<file path="src/rtl/bpm_ascii_formatter_if.sv">
// Display-side bundle for the BPM formatter: value strobe in, paced LCD characters out.
interface bpm_ascii_formatter_if #(
  parameter int BPM_W = 9
);
  logic [BPM_W-1:0] bpm;
  logic             bpm_valid;
  logic             disp_ready;
  logic [7:0]       ascii_data;
  logic             write;
  logic             busy;
  logic             frame_done;

  modport master (
    output bpm, bpm_valid, disp_ready,
    input  ascii_data, write, busy, frame_done
  );

  modport slave (
    input  bpm, bpm_valid, disp_ready,
    output ascii_data, write, busy, frame_done
  );
endinterface

</file>
<file path="src/rtl/bpm_ascii_formatter.sv">
// Formats a binary BPM value as "HR: ddd BPM" and streams it one paced character at a time.
// state   | meaning
// IDLE    | waiting for a new or pending value
// CONV_H  | subtracting hundreds
// CONV_T  | subtracting tens, remainder becomes ones
// SEND    | emitting characters, one per pacing slot
// DONE    | waiting out the last slot, then pulsing frame_done
module bpm_ascii_formatter #(
  parameter int BPM_W       = 9,
  parameter int BLANK_ZEROS = 1,
  parameter int PACE_CYCLES = 35000
) (
  input logic              clk,
  input logic              reset,
  bpm_ascii_formatter_if.slave bus
);

  localparam int GAP_W = (PACE_CYCLES < 1) ? 1 : $clog2(PACE_CYCLES + 1);
  localparam logic [GAP_W-1:0] PACE_LD = GAP_W'(PACE_CYCLES);

  typedef enum logic [2:0] {S_IDLE, S_CONV_H, S_CONV_T, S_SEND, S_DONE} state_t;

  state_t r_state;
  state_t w_state_nxt;

  logic [BPM_W-1:0] r_pend_val;
  logic             r_pending;
  logic [9:0]       r_rem;
  logic [3:0]       r_h;
  logic [3:0]       r_t;
  logic [3:0]       r_o;
  logic [3:0]       r_idx;
  logic [GAP_W-1:0] r_gap;
  logic [7:0]       r_ascii;
  logic             r_write;
  logic             r_busy;
  logic             r_frame_done;

  logic             w_gap_zero;
  logic             w_start;
  logic             w_emit;
  logic             w_done;
  logic [BPM_W-1:0] w_src;
  logic [9:0]       w_sat;
  logic [7:0]       w_d2;
  logic [7:0]       w_d1;
  logic [7:0]       w_d0;
  logic [7:0]       w_char;

  always_ff @(posedge clk) begin
    if (reset) r_state <= S_IDLE;
    else       r_state <= w_state_nxt;
  end

  always_comb begin
    w_state_nxt = r_state;
    case (r_state)
      S_IDLE:   if (bus.bpm_valid || r_pending) w_state_nxt = S_CONV_H;
      S_CONV_H: if (r_rem < 10'd100) w_state_nxt = S_CONV_T;
      S_CONV_T: if (r_rem < 10'd10) w_state_nxt = S_SEND;
      S_SEND:   if (w_emit && r_idx == 4'd10) w_state_nxt = S_DONE;
      S_DONE:   if (w_gap_zero) w_state_nxt = S_IDLE;
      default:  w_state_nxt = S_IDLE;
    endcase
  end

  // A fresh strobe overrides the pending value: the latest reading wins.
  always_comb begin
    w_gap_zero = (r_gap == '0);
    w_start    = (r_state == S_IDLE) && (bus.bpm_valid || r_pending);
    w_emit     = (r_state == S_SEND) && w_gap_zero && bus.disp_ready;
    w_done     = (r_state == S_DONE) && w_gap_zero;
    w_src      = bus.bpm_valid ? bus.bpm : r_pend_val;
    w_sat      = (32'(w_src) > 32'd999) ? 10'd999 : 10'(w_src);
    w_d2       = (BLANK_ZEROS != 0 && r_h == 4'd0) ? 8'h20 : {4'h3, r_h};
    w_d1       = (BLANK_ZEROS != 0 && r_h == 4'd0 && r_t == 4'd0) ? 8'h20 : {4'h3, r_t};
    w_d0       = {4'h3, r_o};
    case (r_idx)
      4'd0:    w_char = 8'h48;
      4'd1:    w_char = 8'h52;
      4'd2:    w_char = 8'h3A;
      4'd3:    w_char = 8'h20;
      4'd4:    w_char = w_d2;
      4'd5:    w_char = w_d1;
      4'd6:    w_char = w_d0;
      4'd7:    w_char = 8'h20;
      4'd8:    w_char = 8'h42;
      4'd9:    w_char = 8'h50;
      4'd10:   w_char = 8'h4D;
      default: w_char = 8'h20;
    endcase
  end

  always_ff @(posedge clk) begin
    if (reset) begin
      r_pend_val   <= '0;
      r_pending    <= 1'b0;
      r_rem        <= '0;
      r_h          <= '0;
      r_t          <= '0;
      r_o          <= '0;
      r_idx        <= '0;
      r_gap        <= '0;
      r_ascii      <= 8'h20;
      r_write      <= 1'b0;
      r_busy       <= 1'b0;
      r_frame_done <= 1'b0;
    end else begin
      r_write      <= w_emit;
      r_frame_done <= w_done;

      if (w_emit) begin
        r_ascii <= w_char;
        r_idx   <= r_idx + 4'd1;
        r_gap   <= PACE_LD;
      end else if (!w_gap_zero) begin
        r_gap <= r_gap - 1'b1;
      end

      if (bus.bpm_valid && r_state != S_IDLE) begin
        r_pending  <= 1'b1;
        r_pend_val <= bus.bpm;
      end else if (w_start) begin
        r_pending <= 1'b0;
      end

      if (w_start) begin
        r_rem  <= w_sat;
        r_h    <= '0;
        r_t    <= '0;
        r_o    <= '0;
        r_idx  <= '0;
        r_busy <= 1'b1;
      end else if (w_done) begin
        r_busy <= 1'b0;
      end

      if (r_state == S_CONV_H && r_rem >= 10'd100) begin
        r_rem <= r_rem - 10'd100;
        r_h   <= r_h + 4'd1;
      end

      if (r_state == S_CONV_T) begin
        if (r_rem >= 10'd10) begin
          r_rem <= r_rem - 10'd10;
          r_t   <= r_t + 4'd1;
        end else begin
          r_o <= r_rem[3:0];
        end
      end
    end
  end

  assign bus.ascii_data = r_ascii;
  assign bus.write      = r_write;
  assign bus.busy       = r_busy;
  assign bus.frame_done = r_frame_done;

endmodule

</file>
<file path="src/flat_wrapper.sv">
// flat-port wrapper written by rule: the top's interface ports become plain ports
module bpm_ascii_formatter_flat 
#(
  parameter int BPM_W       = 9,
  parameter int BLANK_ZEROS = 1,
  parameter int PACE_CYCLES = 35000
)
  (clk, reset, bus_bpm, bus_bpm_valid, bus_disp_ready, bus_ascii_data, bus_write, bus_busy, bus_frame_done);
  bpm_ascii_formatter_if #(.BPM_W(BPM_W)) bus_i ();
  input logic clk;
  input logic reset;
  input wire logic [$bits(bus_i.bpm)-1:0] bus_bpm;
  input wire logic [$bits(bus_i.bpm_valid)-1:0] bus_bpm_valid;
  input wire logic [$bits(bus_i.disp_ready)-1:0] bus_disp_ready;
  output wire logic [$bits(bus_i.ascii_data)-1:0] bus_ascii_data;
  output wire logic [$bits(bus_i.write)-1:0] bus_write;
  output wire logic [$bits(bus_i.busy)-1:0] bus_busy;
  output wire logic [$bits(bus_i.frame_done)-1:0] bus_frame_done;
  assign bus_i.bpm = bus_bpm;
  assign bus_i.bpm_valid = bus_bpm_valid;
  assign bus_i.disp_ready = bus_disp_ready;
  assign bus_ascii_data = bus_i.ascii_data;
  assign bus_write = bus_i.write;
  assign bus_busy = bus_i.busy;
  assign bus_frame_done = bus_i.frame_done;
  bpm_ascii_formatter #(.BPM_W(BPM_W), .BLANK_ZEROS(BLANK_ZEROS), .PACE_CYCLES(PACE_CYCLES)) u_core (.clk(clk), .reset(reset), .bus(bus_i));
endmodule
</file>
<file path="config.mk">
export PLATFORM = sky130hd
export DESIGN_NAME = bpm_ascii_formatter_flat
export DESIGN_NICKNAME = d
export VERILOG_FILES = /design/src/rtl/bpm_ascii_formatter_if.sv /design/src/rtl/bpm_ascii_formatter.sv /design/src/flat_wrapper.sv
export SDC_FILE = /design/constraint.sdc
export NUM_CORES = 1
export LEC_CHECK = 0
export ABC_AREA = 1
export ABC_CLOCK_PERIOD_IN_PS = 1800
export CAP_MARGIN = 20
export CORE_MARGIN = 5
export CORE_UTILIZATION = 25
export CTS_CLUSTER_DIAMETER = 30
export CTS_CLUSTER_SIZE = 40
export DETAILED_ROUTE_END_ITERATION = 8
export PLACE_DENSITY_LB_ADDON = 0.08
export SLEW_MARGIN = 15
export SYNTH_ARGS = -nofsm -noshare
export SYNTH_HDL_FRONTEND = slang
export SYNTH_SLANG_ARGS = --single-unit
</file>
<file path="constraint.sdc">
create_clock -name clk -period 1.8 [get_ports clk]
set_input_delay 0.36 -clock clk [delete_from_list [all_inputs] [get_ports clk]]
set_output_delay 0.36 -clock clk [all_outputs]
set_load 0.02 [all_outputs]
</file>
# After elaboration in Yosys (flattened, before gate mapping)

Cells that the tools add are included.

Input port bits: 13
Bits in registers: 66

$lt $le $gt $ge: 4
Reductions and logical operators: 21
$add $sub $neg: 6
Equal/unequal tests: 18
Muxes and demuxes: 28

Operator list:

| operator                                                     | count |
|---|---|
| one-hot mux 8 bit (9 select lines)                           | 1 |
| 2-to-1 mux 10 bit                                            | 4 |
| 2-to-1 mux 16 bit                                            | 2 |
| 2-to-1 mux 4 bit                                             | 8 |
| logical NOT 16 bit                                           | 1 |
| subtractor 16 x 1 -> 16 bit (second input constant)          | 1 |
| 2-to-1 mux 3 bit                                             | 5 |
| one-hot mux 3 bit (5 select lines)                           | 1 |
| adder 4 x 1 -> 4 bit (second input constant)                 | 3 |
| == test 4 x 3 -> 1 bit (second input constant)               | 3 |
| == test 4 bit (second input constant)                        | 3 |
| logical NOT 4 bit                                            | 3 |
| >= comparator 10 x 4 -> 1 bit (second input constant)        | 1 |
| >= comparator 10 x 7 -> 1 bit (second input constant)        | 1 |
| less-than comparator 10 x 4 -> 1 bit (second input constant) | 1 |
| less-than comparator 10 x 7 -> 1 bit (second input constant) | 1 |
| 2-to-1 mux 5 bit                                             | 2 |
| subtractor 10 x 4 -> 10 bit (second input constant)          | 1 |
| subtractor 10 x 7 -> 10 bit (second input constant)          | 1 |
| 2-to-1 mux 9 bit                                             | 1 |
| logical AND 1 bit                                            | 8 |
| != test 2 x 1 -> 1 bit (second input constant)               | 4 |
| == test 3 x 2 -> 1 bit (second input constant)               | 2 |
| nonzero test 2 bit                                           | 3 |
| other kinds (11)                                             | 16 |

# Logic depth before layout (Yosys ltp)

Gate-level depths: netlist (run 1).

Depth after elaboration: 6
Depth in mapped cells: 12
Depth with buffers taken out: 12

# Worst setup path before layout (run 1)

Ideal clock, no wire load.

Kind: reg2reg
Start: register u_core.r_rem[2]
End: register u_core.r_t[3]
Buffers on the path: 1
Slack: 200 ps
Setup time: 113 ps
Arrival: 1487 ps
Clock period less this slack: 1600 ps
Stages on the path, launching flop included: 12
Cell sequence: dfxtp_1 > inv_1 > ha_1 > nand2_1 > nand3_1 > nor2_2 > nand2_2 > nand2_4 > buf_6 > o22ai_1 > o21ai_1 > inv_1

Word-level cells in the longest chain between the ends: 3

Ends and longest elaborated chain:

| what                          | line                       | RTL |
|---|---|---|
| start: declaration            | bpm_ascii_formatter.sv:28  | `logic [9:0] r_rem;` |
| start signal: assignment      | bpm_ascii_formatter.sv:128 | `r_rem <= w_sat;` |
| start signal: assignment      | bpm_ascii_formatter.sv:139 | `r_rem <= r_rem - 10'd100;` |
| start signal: assignment      | bpm_ascii_formatter.sv:145 | `r_rem <= r_rem - 10'd10;` |
| >= comparator 10 x 4 -> 1 bit | bpm_ascii_formatter.sv:144 | `if (r_rem >= 10'd10) begin` |
| 2-to-1 mux 4 bit              | bpm_ascii_formatter.sv:144 |  |
| 2-to-1 mux 4 bit              | bpm_ascii_formatter.sv:143 | `if (r_state == S_CONV_T) begin` |
| end signal: assignment        | bpm_ascii_formatter.sv:146 | `r_t <= r_t + 4'd1;` |
| end: declaration              | bpm_ascii_formatter.sv:30  | `logic [3:0] r_t;` |

No other way between the ends.
A chain may end at the register's enable or synchronous reset.

# Worst setup path in the final report (run 1)

Start: register u_core.r_busy (netlist: u_core.bus.busy)
End: output bus_busy

RTL lines:

| what                     | line                       | RTL |
|---|---|---|
| start: declaration       | bpm_ascii_formatter.sv:36  | `logic r_busy;` |
| start signal: assignment | bpm_ascii_formatter.sv:106 | `r_busy <= 1'b0;` |
| start signal: assignment | bpm_ascii_formatter.sv:133 | `r_busy <= 1'b1;` |
| start signal: assignment | bpm_ascii_formatter.sv:135 | `r_busy <= 1'b0;` |
| end: declaration         | flat_wrapper.sv:17         | `output wire logic [$bits(bus_i.busy)-1:0] bus_busy;` |

No word-level cell between the ends.

==> impl_metrics.env, run 1 <==
export IMPL_status="finished, final reports clean"
export IMPL_wirelength_um=10600
export IMPL_num_rows=45
export IMPL_core_sq_um=15100
export IMPL_p_leak_nw=2.16
export IMPL_critical_path_buf_inv_count=1
export IMPL_track_usage=0.123
export IMPL_multi_input_area_sq_um=2210
export IMPL_die_h_um=133
export IMPL_slew_viol_final=0
export IMPL_synthAdderAreaFrac=0.0525
export IMPL_route_detailed_wl_per_inst_um=13.2
export IMPL_synth_compound_area_frac=0.139
export IMPL_finalWeightedCongestion=0.785
export IMPL_holdPathStages=2
export IMPL_cts_tree="yes"
export IMPL_async_reset_ff_frac=0
export IMPL_syn_area_per_cell_sq_um=6.97
export IMPL_fillCellCount=1692
export IMPL_synth_top_family_by_area="simple AND/OR/NAND/NOR gates"
export IMPL_fin_ws_ns=0.0859
export IMPL_dieArea_sq_um=17800
export IMPL_clk_path_buf_depth=2
export IMPL_pre_cts_slack_ns=-0.141
export IMPL_finalInstanceArea_sq_um=4840
export IMPL_max_freq_mhz=583
export IMPL_areaGrowthSynthToFinish_pct=26.9
export IMPL_crit_slowest_cell="clkdlybuf4s50_1"
export IMPL_hpwl_um=7950
export IMPL_synth_area_sq_um=3810
export IMPL_seq_area_sq_um=1300
export IMPL_dr_pass1_iters=4
export IMPL_synth_top_area_share=0.341
export IMPL_synth_area_leaders="dfxtp_1 (34%), nand2_1 (13%), nor2_1 (7.2%)"
export IMPL_grt_overflow=0
export IMPL_synth_ff_type="dfxtp_1"
export IMPL_synth_xor_area_share=0.0460
export IMPL_ios=24
export IMPL_clock_sinks=65
export IMPL_finalNetCount=637
export IMPL_layout_drive_gt1_share=0.171
export IMPL_route_vias_total=3553
export IMPL_clockRootBuffer="clkbuf_16"
export IMPL_first_global_vias=3395
export IMPL_diodes=0
export IMPL_place_area_sq_um=4470
export IMPL_ys_top_cells_by_count="nand2_1 (128), nor2_1 (73), dfxtp_1 (65), inv_1 (53), a21oi_1 (35)"
export IMPL_drcViolationCount=0
export IMPL_die_width_um=133
export IMPL_final_core_util=0.320
export IMPL_synth_seq_cells=65
export IMPL_synth_most_common_cell="nand2_1"
export IMPL_cts_htree_levels=3
export IMPL_cp_cell_sequence="clkdlybuf4s50_1"
export IMPL_hold_buffers=0
export IMPL_worst_path_max_fanout=2
export IMPL_path_delay_family="buffers and inverters"
export IMPL_path_class="reg2out"
export IMPL_fin_crit_ns=1.71
export IMPL_arrival_ns=1.35
export IMPL_vias_per_cell=4.44
export IMPL_grt_start_max_net_pins=18
export IMPL_numCtsBuffers=9
export IMPL_power_density_nw_per_um2=1550
export IMPL_ys_seq_area_frac=0.341
export IMPL_synthMuxAreaShare=0
export IMPL_worst_r2r_cell_count=11
export IMPL_antenna_found_initial=0
export IMPL_clkTransAtPathRegs_ns=0.05
export IMPL_cp_depth=1
export IMPL_period_share=0.952
export IMPL_synth_largest_area_cell="dfxtp_1"
export IMPL_syn_nets=576
export IMPL_cap_violations=0
export IMPL_clock_latency_ns=0.34
export IMPL_timing_setup_tns_ns=0
export IMPL_clock_skew_final_ns=0.00379
export IMPL_start_util=0.253
export IMPL_grt_pass1_wl_um=17500
export IMPL_hold_violations=0
export IMPL_postRouteAntennaNets=0
export IMPL_postSynthCellCount=547
export IMPL_slowest_delay_ns=0.64
export IMPL_synth_edf_count=0
export IMPL_yosys_area_share_simple=0.332
export IMPL_fin_hold_ws_ns=0.446
export IMPL_synthDistinctLibCells=41
export IMPL_critPathRequiredTime_ns=1.44
export IMPL_max_vdd_ir_drop_mv=0.486
export IMPL_startpoint_type="register"
export IMPL_yosysWarnings=0
export IMPL_io_buffers=22
export IMPL_worst_setup_path_end_kind="primary output"
export IMPL_finalSetupViolCount=0
export IMPL_first_iter_violations=196
export IMPL_hp_class="reg2reg"
==> sequential cells by signal (all words and copies together), names as in the netlist, 3 cells and up <==
name and flops:
u_core.r_gap 16, u_core.r_rem 10, u_core.r_pend_val 9, u_core.bus.ascii_data 7, u_core.r_h 4, u_core.r_idx 4
u_core.r_o 4, u_core.r_t 4, u_core.r_state 3
==> report_power, final <==
part / total (W) / switching (W) / leakage, nW / internal, W
clock network: 0.00174 / 0.000662 / 0.149 / 0.00108
logic: 0.00360 / 0.00209 / 1.48 / 0.00150
registers: 0.00218 / 0.000364 / 0.531 / 0.00182
==> path summary, 6_finish.rpt <==
kind	start	end	slack (ns)
max	u_core.bus.busy	bus_busy	0.09
min	u_core.r_pend_val[5]	u_core.r_pend_val[5]	0.45
max reg2reg	u_core.r_rem[2]	u_core.r_state[1]	0.11
min reg2reg	u_core.r_pend_val[5]	u_core.r_pend_val[5]	0.45
==> through the flow <==
stage / std cells / total power, W
finish: 801 / 0.00752
floorplan: 547 / 0.00466
global placement: 779 / 0.00571
CTS: 795 / 0.00751
global route: 801 / 0.00825
detailed placement: 779 / 0.00570
==> final cells by class <==
cell class                      count  area share
Timing Repair Buffer               63       0.117
Clock inverter                      2     0.00207
Inverter                           61      0.0479
Sequential cell                    65       0.269
Clock buffer                       14      0.0587
Multi-Input combinational cell    408       0.456
Tap cell                          188      0.0486
==> routing by layer <==
metal  GRT usage  up-vias  wire length, um
met1       0.159     1630             5130
met4      0.0309        0              110
met5           0        -                0
met3      0.0378        5              319
met2       0.202       28             5020
li1            -     1890                -
==> placed cells by master, fill, tap and decap left out, types with 5 or more instances in the layout <==
master	instances
inv_2	9
nand3_1	22
buf_4	38
o21ai_1	8
nor2_2	7
nand2_1	127
a21oi_1	35
nor2_1	72
nor3_1	15
ha_1	16
dfxtp_1	64
clkbuf_16	9
inv_1	51
o21ai_0	31
clkdlybuf4s50_1	22
a211oi_1	5
xor2_1	16
nand2_2	6
==> repair_timing <==
item / in CTS / in global routing
gates cloned: 0 / 1
endpoints found under the setup margin: 1 / 31
pin swaps: 0 / 5
setup buffers: 0 / 5
gates resized for setup: 1 / 11
==> kinds of logic after synthesis <==
kind of cell | after synthesis
other | 1
XOR/XNOR | 20
adder cells (fa/ha/maj) | 16
AO/OA/AOI/OAI | 94
AND/OR/NAND/NOR | 276
buffers and inverters | 75
flip-flops | 65
Power figures use the tool's default switching activity.
==> inputs of run 2 (changes only) <==
--- a/config.mk
+++ b/config.mk
@@ -13,6 +13,7 @@
 export CTS_CLUSTER_DIAMETER = 30
 export CTS_CLUSTER_SIZE = 40
 export DETAILED_ROUTE_END_ITERATION = 8
+export GPL_TIMING_DRIVEN = 0
 export PLACE_DENSITY_LB_ADDON = 0.08
 export SLEW_MARGIN = 15
 export SYNTH_ARGS = -nofsm -noshare
==> run 2 against run 1 <==
  * Routed wire length hardly changed
  * Clock power up 13%
  * Highest routed layer unchanged
  * Clock-buffer cell count shrank 4
  * Largest cell class unchanged
  * Via count down 1.8%
  * Maximum frequency up 1.5%
  * Global-route usage is 0.11 points higher
  * Total power increased by 0.70%
==> impl_metrics.env, run 2 (synthesized netlist as in run 1, its figures left out) <==
export IMPL_comb_power_share=0.453
export IMPL_intPower_w=0.00440
export IMPL_hpwl_um=7850
export IMPL_route_vias_total=3489
export IMPL_dieArea_sq_um=17800
export IMPL_cts_htree_levels=3
export IMPL_grt_use_met1=0.163
export IMPL_hp_class="in2reg"
export IMPL_fin_crit_ns=1.69
export IMPL_ios=24
export IMPL_worst_pin_slew_ns=0.565
export IMPL_p_leak_nw=2.04
export IMPL_top_regs="u_core.r_gap x16, u_core.r_rem x10, u_core.r_pend_val x9"
export IMPL_p_total_w=0.00757
export IMPL_vias_per_cell=4.48
export IMPL_start_util=0.253
export IMPL_io_buffers=21
export IMPL_fin_ws_ns=0.112
export IMPL_clk_path_buf_depth=2
export IMPL_hold_violations=0
export IMPL_first_global_vias=3358
export IMPL_ff2ff_setup_slack_ns=0.11
export IMPL_critPathRequiredTime_ns=2.04
export IMPL_fillCellCount=1659
export IMPL_relSlewSlack=0.624
export IMPL_areaGrowthSynthToFinish_pct=23.7
export IMPL_wirelength_um=10600
export IMPL_grt_pass1_wl_um=17500
export IMPL_path_class="reg2reg"
export IMPL_arrival_ns=1.93
export IMPL_worst_setup_path_end_kind="register"
export IMPL_r2r_end="u_core.r_t[3]"
export IMPL_p_seq_frac=0.289
export IMPL_max_vdd_ir_drop_mv=0.584
export IMPL_clkTransAtPathRegs_ns=0.06
export IMPL_slew_viol_final=0
export IMPL_period_share=0.938
export IMPL_clock_latency_ns=0.34
export IMPL_diodes=0
export IMPL_grtUsageMet3=0.0400
export IMPL_layout_drive_gt1_share=0.159
export IMPL_finalSetupViolCount=0
export IMPL_power_density_nw_per_um2=1610
export IMPL_status="finished, final reports clean"
export IMPL_worst_path_max_fanout=10
export IMPL_final_common_cell="nand2_1"
export IMPL_antenna_found_initial=0
export IMPL_die_h_um=133
export IMPL_cap_violations=0
export IMPL_multi_input_area_sq_um=2240
export IMPL_worst_r2r_cell_count=11
export IMPL_holdPathStages=2
export IMPL_clock_sinks=65
export IMPL_startpoint_type="register"
export IMPL_seq_area_sq_um=1310
export IMPL_grt_start_max_net_pins=13
export IMPL_max_freq_mhz=592
export IMPL_num_rows=45
export IMPL_min_to="u_core.r_rem[9]"
export IMPL_largest_register_ffs=16
export IMPL_core_sq_um=15100
export IMPL_hp_start="reset"
export IMPL_track_usage=0.124
export IMPL_clockRootBuffer="clkbuf_16"
export IMPL_numCtsBuffers=9
export IMPL_cts_tree="yes"
export IMPL_finalNetCount=614
export IMPL_most_common_layout_cells="nand2_1 (124), nor2_1 (71), dfxtp_1 (62)"
export IMPL_postRouteAntennaNets=0
export IMPL_clkPwrFrac=0.258
export IMPL_first_iter_violations=178
export IMPL_route_detailed_wl_per_inst_um=13.6
export IMPL_die_width_um=133
export IMPL_power_switching_w=0.00317
export IMPL_pre_cts_slack_ns=-0.313
export IMPL_sw_frac_of_total=0.419
export IMPL_r2r_start="u_core.r_rem[2]"
export IMPL_finalWeightedCongestion=0.858
export IMPL_regMostFlops="u_core.r_gap"
export IMPL_clock_skew_final_ns=0.00727
export IMPL_dr_pass1_iters=4
export IMPL_grt_use_met2=0.194
export IMPL_drcViolationCount=0
export IMPL_grt_overflow=0
export IMPL_grt_busiest_layer="met2"
run 2: cell count changes in the layout (fill, tap and decap cells not counted), moves of 3 or more:
| cell | before | now |
|---|---|---|
| buf_12 | 3 | 0 |
| nand2_1 | 127 | 124 |
| clkbuf_8 | 4 | 1 |
| buf_4 | 38 | 8 |
| buf_6 | 0 | 6 |
| buf_2 | 0 | 3 |
run 2: final cells by class:
type                    count  share of cell area
multi-input cells         407               0.476
flip-flops and latches     65               0.277
repair buffers             27              0.0541
clock buffers              10              0.0507
inverters                  61              0.0499
well taps                 188              0.0499
plain buffers              14              0.0234
clock inverters             6              0.0191
run 2: worst max-delay path by stage:
stage,from,cells past startpoint,endpoint
6_report,u_core.r_rem[2],11,u_core.r_t[3]
5_1_grt,u_core.r_gap[0],11,u_core.bus.ascii_data[3]
4_1_cts,u_core.r_rem[3],12,u_core.r_rem[3]
3_5_place_dp,bus_bpm_valid,7,u_core.r_rem[3]
3_3_place_gp,bus_bpm_valid,8,u_core.r_t[3]
2_1_floorplan,u_core.r_rem[2],11,u_core.r_t[3]
run 2: worst max-delay path, stage by stage, from the launching register on:
cell and delay [ns]:
dfxtp_4 0.37, inv_4 0.05, ha_1 0.20, nand2_2 0.08
nand3_4 0.11, nor2_4 0.18, nand2_2 0.08, nand2_4 0.13
buf_6 0.17, o22ai_1 0.07, o21ai_1 0.09, inv_1 0.04
run 2: through the flow:
stage	hold slack (ns)	util	cell area (sq um)	setup TNS [ns]	cells
5_1_grt	0.435	0.312	4710	-0.0294	778
3_3_place_gp	0.437	0.282	4260	-6.10	756
3_5_place_dp	0.445	0.282	4260	-5.86	756
6_report	0.425	0.312	4710	0	778
2_1_floorplan	0.424	-	3810	0	547
4_1_cts	0.426	0.306	4610	0	772
run 2: layer usage:
| layer | up-vias | part of all wire | wire, um |
|---|---|---|---|
| li1 | 1840 | - | - |
| met1 | 1595 | 0.49 | 5220 |
| met2 | 41 | 0.45 | 4800 |
| met3 | 13 | 0.032 | 338 |
| met4 | 0 | 0.020 | 214 |
| met5 | - | 0 | 0 |
run 2: power by group through the flow:
stage / sequential, W / combinational [W] / clock, W
after floorplan: 0.00210 / 0.00256 / 0
after global placement: 0.00220 / 0.00324 / 0
after detailed placement: 0.00219 / 0.00324 / 0
after CTS: 0.00217 / 0.00331 / 0.00203
after global routing: 0.00224 / 0.00389 / 0.00210
final: 0.00218 / 0.00343 / 0.00196
run 2: timing repair:
item                       4_1_cts  5_1_grt
hold buffers                     0        0
resized for setup               10       19
pin swaps                        1        6
setup endpoints to repair       21       33
buffers inserted                 0        6
